$ cat config.mk
export PLATFORM = sky130hd
export DESIGN_NAME = tick_scheduler
export DESIGN_NICKNAME = d
export VERILOG_FILES = /design/src/rtl/tick_scheduler.sv
export SDC_FILE = /design/constraint.sdc
export NUM_CORES = 1
export LEC_CHECK = 0
export ABC_AREA = 0
export CORE_MARGIN = 2
export CORE_UTILIZATION = 50
export DETAILED_ROUTE_END_ITERATION = 10
export PLACE_DENSITY = 0.67
export SLEW_MARGIN = 10
export SYNTH_ARGS = -nofsm -noshare
export SYNTH_HDL_FRONTEND = slang
export SYNTH_SLANG_ARGS = --single-unit
$ cat constraint.sdc
create_clock -name clk -period 5.52 [get_ports clk]
set_input_delay 1.104 -clock clk [delete_from_list [all_inputs] [get_ports clk]]
set_output_delay 1.104 -clock clk [all_outputs]
set_load 0.05 [all_outputs]
$ cat src/rtl/tick_scheduler.sv
// Multi-channel tick-enable scheduler: per-channel programmable divider producing
// one-cycle tick enables and 50%-duty square waves, with glitch-free reconfiguration.
module tick_scheduler #(
    parameter int CH          = 4,
    parameter int W           = 27,
    parameter int DEFAULT_DIV = 50000000
) (
    input  logic                   clk,
    input  logic                   rst_n,
    input  logic                   cfg_valid,
    output logic                   cfg_ready,
    input  logic [$clog2(CH)-1:0]  cfg_chan,
    input  logic [W-1:0]           cfg_div,
    input  logic                   cfg_en,
    input  logic                   sync_start,
    output logic [CH-1:0]          tick,
    output logic [CH-1:0]          sq,
    output logic [CH-1:0]          pending
);

    localparam int CW = $clog2(CH);

    logic         en_r      [CH];
    logic [W-1:0] div_r     [CH];
    logic [W-1:0] cnt_r     [CH];
    logic [W-1:0] p_div_r   [CH];
    logic         p_en_r    [CH];
    logic         pending_r [CH];
    logic         tick_r    [CH];
    logic         sq_r      [CH];

    logic accept_s;

    // Handshake: a channel accepts a new request only while its pending slot is free
    always_comb begin
        cfg_ready = ~pending_r[cfg_chan];
        accept_s  = cfg_valid && cfg_ready;
    end

    for (genvar i = 0; i < CH; i++) begin : g_ch
        logic [W-1:0] d_s;
        logic         wrap_s;
        logic         acc_s;

        // Effective divide (0 behaves as 1), wrap detect and per-channel accept decode
        always_comb begin
            if (div_r[i] == {W{1'b0}}) begin
                d_s = W'(1);
            end else begin
                d_s = div_r[i];
            end
            wrap_s = en_r[i] && (cnt_r[i] == (d_s - W'(1)));
            acc_s  = accept_s && (cfg_chan == CW'(i));
        end

        // Channel counter, tick/square generation and deferred update application
        always_ff @(posedge clk or negedge rst_n) begin
            if (!rst_n) begin
                en_r[i]      <= 1'b0;
                div_r[i]     <= W'(DEFAULT_DIV);
                cnt_r[i]     <= {W{1'b0}};
                p_div_r[i]   <= {W{1'b0}};
                p_en_r[i]    <= 1'b0;
                pending_r[i] <= 1'b0;
                tick_r[i]    <= 1'b0;
                sq_r[i]      <= 1'b0;
            end else if (!en_r[i]) begin
                // Idle channel: updates apply immediately, outputs held low
                cnt_r[i]  <= {W{1'b0}};
                tick_r[i] <= 1'b0;
                sq_r[i]   <= 1'b0;
                if (acc_s) begin
                    div_r[i] <= cfg_div;
                    en_r[i]  <= cfg_en;
                end else begin
                    div_r[i] <= div_r[i];
                    en_r[i]  <= en_r[i];
                end
            end else begin
                if (acc_s) begin
                    p_div_r[i]   <= cfg_div;
                    p_en_r[i]    <= cfg_en;
                    pending_r[i] <= 1'b1;
                end
                // sync_start wins over a coincident wrap: no tick, update stays pending
                if (sync_start) begin
                    cnt_r[i]  <= {W{1'b0}};
                    tick_r[i] <= 1'b0;
                    sq_r[i]   <= 1'b0;
                end else if (wrap_s) begin
                    cnt_r[i]  <= {W{1'b0}};
                    tick_r[i] <= 1'b1;
                    if (pending_r[i]) begin
                        div_r[i]     <= p_div_r[i];
                        en_r[i]      <= p_en_r[i];
                        pending_r[i] <= 1'b0;
                        sq_r[i]      <= p_en_r[i] ? ~sq_r[i] : 1'b0;
                    end else begin
                        sq_r[i] <= ~sq_r[i];
                    end
                end else begin
                    cnt_r[i]  <= cnt_r[i] + W'(1);
                    tick_r[i] <= 1'b0;
                end
            end
        end

        assign tick[i]    = tick_r[i];
        assign sq[i]      = sq_r[i];
        assign pending[i] = pending_r[i];
    end

endmodule

Word level (Yosys, flattened, before mapping)
Cells that the tools add are included.
Operators by class
  add/sub/neg operators: 8
  magnitude comparators: 1
  eq/ne operators: 23
  muxes and demuxes: 107
  bitwise operators: 6
  reductions and logical operators: 26
Operators by type and width (number)
  two-way mux 27 bit: 36
  adder 27 x 1 -> 27 bit, second input constant: 4
  equality test 27 bit: 4
  logical NOT 27 bit: 4
  subtractor 27 x 1 -> 27 bit, second input constant: 4
  two-way mux 1 bit: 70
  != test 2 x 1 -> 1 bit, second input constant: 8
  AND reduction 4 bit: 4
  != test 3 x 2 -> 1 bit, second input constant: 4
  logical AND 1 bit: 9
  != test 2 bit, second input constant: 4
  AND reduction 2 bit: 4
  nonzero test 2 bit: 4
  inverter 1 bit: 5
  equality test 2 bit, second input constant: 2
  greater-or-equal comparator 3 bit, second input constant: 1
  inverter 2 -> 3 bit: 1
  binary-select mux 1 bit (select 2 bit): 1
  equality test 2 x 1 -> 1 bit, second input constant: 1
  logical NOT 2 bit: 1
Word-level totals
  bits in registers: 344
  word-level logic and storage cells: 203

Logic depth before layout (Yosys ltp)
  depth after elaboration: 11
  gate-level depth with buffers: 19
  gate-level depth less buffers: 15

Least setup slack after synthesis
No wires, ideal clock.
  kind: reg-to-reg
  from: reg div_r[15] (netlist bit)
  to: reg div_r[9] (netlist bit)
  arrival time: 4.640 ns
  data required time: 5.389 ns
  setup slack: 0.750 ns
  stages on the path, launching flop included: 20
  path buffers: 5
  cell sequence: dfstp_2 clkbuf_1 or3_1 nor4_1 and2_1 a21oi_1 ha_1 or4b_1 clkbuf_1 or3_1 a2111oi_0 o211ai_1 a2111oi_0 or4b_1 or4_1 clkbuf_1 nand2b_1 buf_4 buf_4 o211ai_1
On the way
  word-level cells in the longest chain between the ends: 7
Ends and longest elaborated chain
  from (decl): RTL line 24  | logic [W-1:0] div_r [CH];
  from (signal, indexed assignment): RTL line 60  | div_r[i] <= W'(DEFAULT_DIV);
  from (signal, indexed assignment): RTL line 73  | div_r[i] <= cfg_div;
  from (signal, indexed assignment): RTL line 76  | div_r[i] <= div_r[i];
  logical NOT 27 bit: RTL line 47  | if (div_r[i] == {W{1'b0}}) begin
  two-way mux 27 bit *: RTL line 47
  subtractor 27 x 1 -> 27 bit *: RTL line 52  | wrap_s = en_r[i] && (cnt_r[i] == (d_s - W'(1)));
  equality test 27 bit *: RTL line 52
  logical AND 1 bit *: RTL line 52
  != test 2 x 1 -> 1 bit (no source line) *
  AND reduction 4 bit (no source line) *
Mark *: on every way between the ends. The rest lies on a longest branch, timed or not.
A chain may end at the register's enable or synchronous reset.

Worst setup path in the final report
  from: reg div_r[75] (netlist bit)
  to: reg div_r[55] (netlist bit)
The elaborated chain is that of the path after synthesis.

==> results.md <==
* Yosys cell types at 90
* Final #Nets at 1971
* Initial core utilization at 51.0%
* Residual DRC count at 0
* Design Area, Final at 21500 sq um
* P&R area growth vs syn at 11.2%
* Actual transition at the worst max-transition pin at 1150 ps
* Instance area after placement at 20200 sq um
* Count of input and output buffers at 46
* Data required time of the worst path at 5940 ps
* Routed length per instance at 20.2 um
* #FFs+latches synth at 344
* GP Congestion at 0.966
* Logic gate share of total power at 8.7%
* Synth area leader: sky130_fd_sc_hd__dfrtp_1
* FF-to-FF Start: div_r[75]
* Top-Level Pins at 47
* RSZ-0062 raised after global routing: false
* Die Wd at 200 um
* Final sum of negative setup slack at 0 ps
* Most frequent cells after synthesis: 296 x sky130_fd_sc_hd__dfrtp_1, 169 x sky130_fd_sc_hd__nor2_1, 145 x sky130_fd_sc_hd__nand2_1
* Half-perimeter wire length after placement at 34300 um
* Total core area at 37800 sq um
* Prevailing post-synth register cell: sky130_fd_sc_hd__dfrtp_1
* Skew final at 15.7 ps
* # hold bufs at CTS at 0
* Maximum frequency from static timing analysis at 198 MHz
* Wire length of the first global-routing pass at 80000 um
* Number of antenna violations at the first check in global routing at 1
* Largest net degree at the start of global routing at 138
* Overall die area at 40200 sq um
* Count of standard-cell rows at 71
* Worst Setup Start Kind: flip-flop
* Switching Fraction at 25.0%
* Category of the worst setup path capture point: flip-flop
* Routed vias/inst at 6.01
* Synth Warn # at 0
* Synthesized netlist net count at 1958
* Remaining global-route overflow at 0
* Depth of the CTS H-tree at 2
* Worst-Skew Late Latency at 550 ps
* Share of cells above drive strength 1 at 16.1%
* Total of max-cap violations at 0
* Area of the mapped netlist at 19300 sq um
* Internal power at 4.25 mW
* Async set-reset flop share out of synthesis at 100%
* Number of flops mapped to enable cells by yosys at 0
* Share of total power in sequential cells at 46.0%
* Clock tree from TritonCTS: yes
* Hold path cells at 2
* Met2 track utilization from global routing at 40.0%
* Met1 global-route usage at 35.1%
* Number of max-slew violations in the final report at 0
* Clock power share at 45.3%
* Status: completed
* Height of the die at 200 um
* Vias in the first global route at 14400
* Leakage dissipation at 9.30 nW
* Pwr/cell area at 264 nW/um^2
* Mapped Avg Cell Area at 10.1 sq um
* TritonCTS sink count at 344
* Fillers at 3364
* Met3 track demand over resource at 3.02%
* Post-synth top area share at 38.4%
* Number of vias in the routed layout at 14800
* Final hold violation count at 0
* Net switching power of the design at 1.41 mW
* Total routed wirelength at 49900 um
* Total global-route track usage at 24.8%
* Worst-case reg-to-reg path depth at 15
* Clock tree root driver cell: sky130_fd_sc_hd__clkbuf_16
* Hold WC Path Type: flip-flop to flip-flop
* Synth top area cells: sky130_fd_sc_hd__dfrtp_1 38%, sky130_fd_sc_hd__mux2_2 6.8%, sky130_fd_sc_hd__dfstp_2 6.5%
* Post-route ant nets at 0
* Sequential fraction of the synthesis area at 44.9%
* Startpoint-to-endpoint class of the critical path: flip-flop to flip-flop
* Start point of the critical path: div_r[75]
* Max-slew headroom at 22.2%
* Deepest clock path buffer count at 3
* Initial DRT Pass Iterations at 5
* Max Fanout on Critical Path at 27
* Synthesized instance count at 1916
* Count leader, synth: sky130_fd_sc_hd__dfrtp_1
* Part of the cycle the worst path needs at 91.6%
* Number of failing setup endpoints in the final timing report at 0
* TritonCTS buffer count at 38
* Most Crowded Layer GR: met2
* Fin crit period at 5060 ps
* Min-Delay Startpoint: p_div_r[22]
* Data arrival, critical path at 5480 ps
* Violation count after the first detailed-routing iteration at 1050
* VDD IR-drop max at 234 uV
* Clock edge transition at the registers on the reported setup and hold paths at 60 ps
-- final timing paths --
check	to	slack, ps
setup / recovery	div_r[55]	460
hold / removal	div_r[22]	490
setup reg to reg	div_r[55]	460
hold reg to reg	div_r[22]	490
max in group asynchronous	p_div_r[15]	3790
min in group asynchronous	cnt_r[63]	570
-- logic make-up (layout without fill, tap and decap cells) --
| kind of cell | Yosys count | count (layout) | synth area share (%) |
|---|---|---|---|
| other | 0 | 1 | 0 |
| and+or+nand+nor | 732 | 732 | 20.2 |
| adders and majority gates | 8 | 8 | 0.519 |
| muxes | 132 | 132 | 7.67 |
| xor gates and xnor gates | 230 | 230 | 10.5 |
| buffers and inverters | 168 | 211 | 3.93 |
| AOI/OAI and AO/OA | 302 | 302 | 12.2 |
| DFF | 344 | 344 | 44.9 |
-- registers in the layout, indices dropped and copies added, names as in the netlist --
name and flops:
cnt_r 108, div_r 108, p_div_r 108, en_r 4, p_en_r 4, pending 4
sq 4, tick 4
-- critical path: stages (launching register included) --
cell and delay, ps:
sky130_fd_sc_hd__dfstp_2 400, sky130_fd_sc_hd__or4_4 580, sky130_fd_sc_hd__or4_4 480, sky130_fd_sc_hd__or2_4 280, sky130_fd_sc_hd__nor2_1 130, sky130_fd_sc_hd__nor2_1 60
sky130_fd_sc_hd__ha_1 230, sky130_fd_sc_hd__nor4b_1 190, sky130_fd_sc_hd__and4_1 240, sky130_fd_sc_hd__a211oi_1 230, sky130_fd_sc_hd__a31oi_1 80, sky130_fd_sc_hd__or3b_1 400
sky130_fd_sc_hd__or4b_4 530, sky130_fd_sc_hd__nor4b_4 300, sky130_fd_sc_hd__a31oi_4 370, sky130_fd_sc_hd__a221o_1 420
-- layer usage --
metal	part of all wire, %	wire length [um]
met3	5.0	2500
met5	0	0
met2	47	23500
met1	45	22700
met4	2.4	1210
-- power by group through the flow --
stage          Combinational [mW]  Sequential [mW]  Clock, mW
2_1_floorplan               0.300             2.63          0
3_3_place_gp                0.482             2.65          0
4_1_cts                     0.489             2.61       2.62
6_report                    0.492             2.61       2.56
3_5_place_dp                0.486             2.65          0
5_1_grt                     0.541             2.61       2.71
-- placed cells by master, fill, tap and decap left out, drive strengths merged, types with 10 or more instances in the layout --
cell type,Yosys,layout
nand2,145,145
nor3b,11,11
nor2,169,169
o21ai,26,26
and2,35,35
xor2,92,92
a21oi,28,28
mux2i,15,15
a22o,30,30
a32oi,12,12
inv,62,62
a22oi,18,18
a221o,27,27
a21o,28,28
nand4,44,44
clkbuf,75,57
a2111oi,11,11
clkdlybuf4s50,0,45
mux2,116,116
dfrtp,296,296
buf,31,34
clkinv,0,11
nor3,75,75
a31oi,13,13
or3,18,18
nand3b,10,10
xnor2,137,137
nand3,57,57
nor4b,13,13
o221ai,32,32
o211ai,31,31
or4,20,20
and3,34,34
dfstp,48,48
nor4,37,37
nand2b,17,17
-- per-stage QoR --
stage | total power, mW | util (%) | instances | hold slack (ps) | worst slack, ps
CTS | 5.72 | 56.6 | 2469 | 493 | 205
global placement | 3.13 | 53.3 | 2399 | 476 | 435
global route | 5.86 | 56.7 | 2470 | 515 | 98.7
finish | 5.66 | 56.7 | 2471 | 490 | 462
floorplan | 2.93 | - | 1916 | 455 | 750
detailed placement | 3.14 | 53.3 | 2399 | 481 | 279
-- layout make-up --
| class | instances | area, sq um | share of cell area [%] |
|---|---|---|---|
| Antenna cell | 1 | 2.50 | 0.0117 |
| Inverter | 62 | 233 | 1.08 |
| Timing Repair Buffer | 79 | 738 | 3.44 |
| Sequential cell | 344 | 8670 | 40.4 |
| Multi-Input combinational cell | 1404 | 9920 | 46.2 |
| Clock buffer | 57 | 1160 | 5.39 |
| Clock inverter | 13 | 100 | 0.466 |
| Tap cell | 511 | 639 | 2.98 |
-- what timing repair did --
action | 4_1_cts | 5_1_grt
resized for setup | 0 | 5
buffers inserted | 0 | 1
setup endpoints to repair | 0 | 27
No activity file was read; power rests on OpenSTA's default activity.
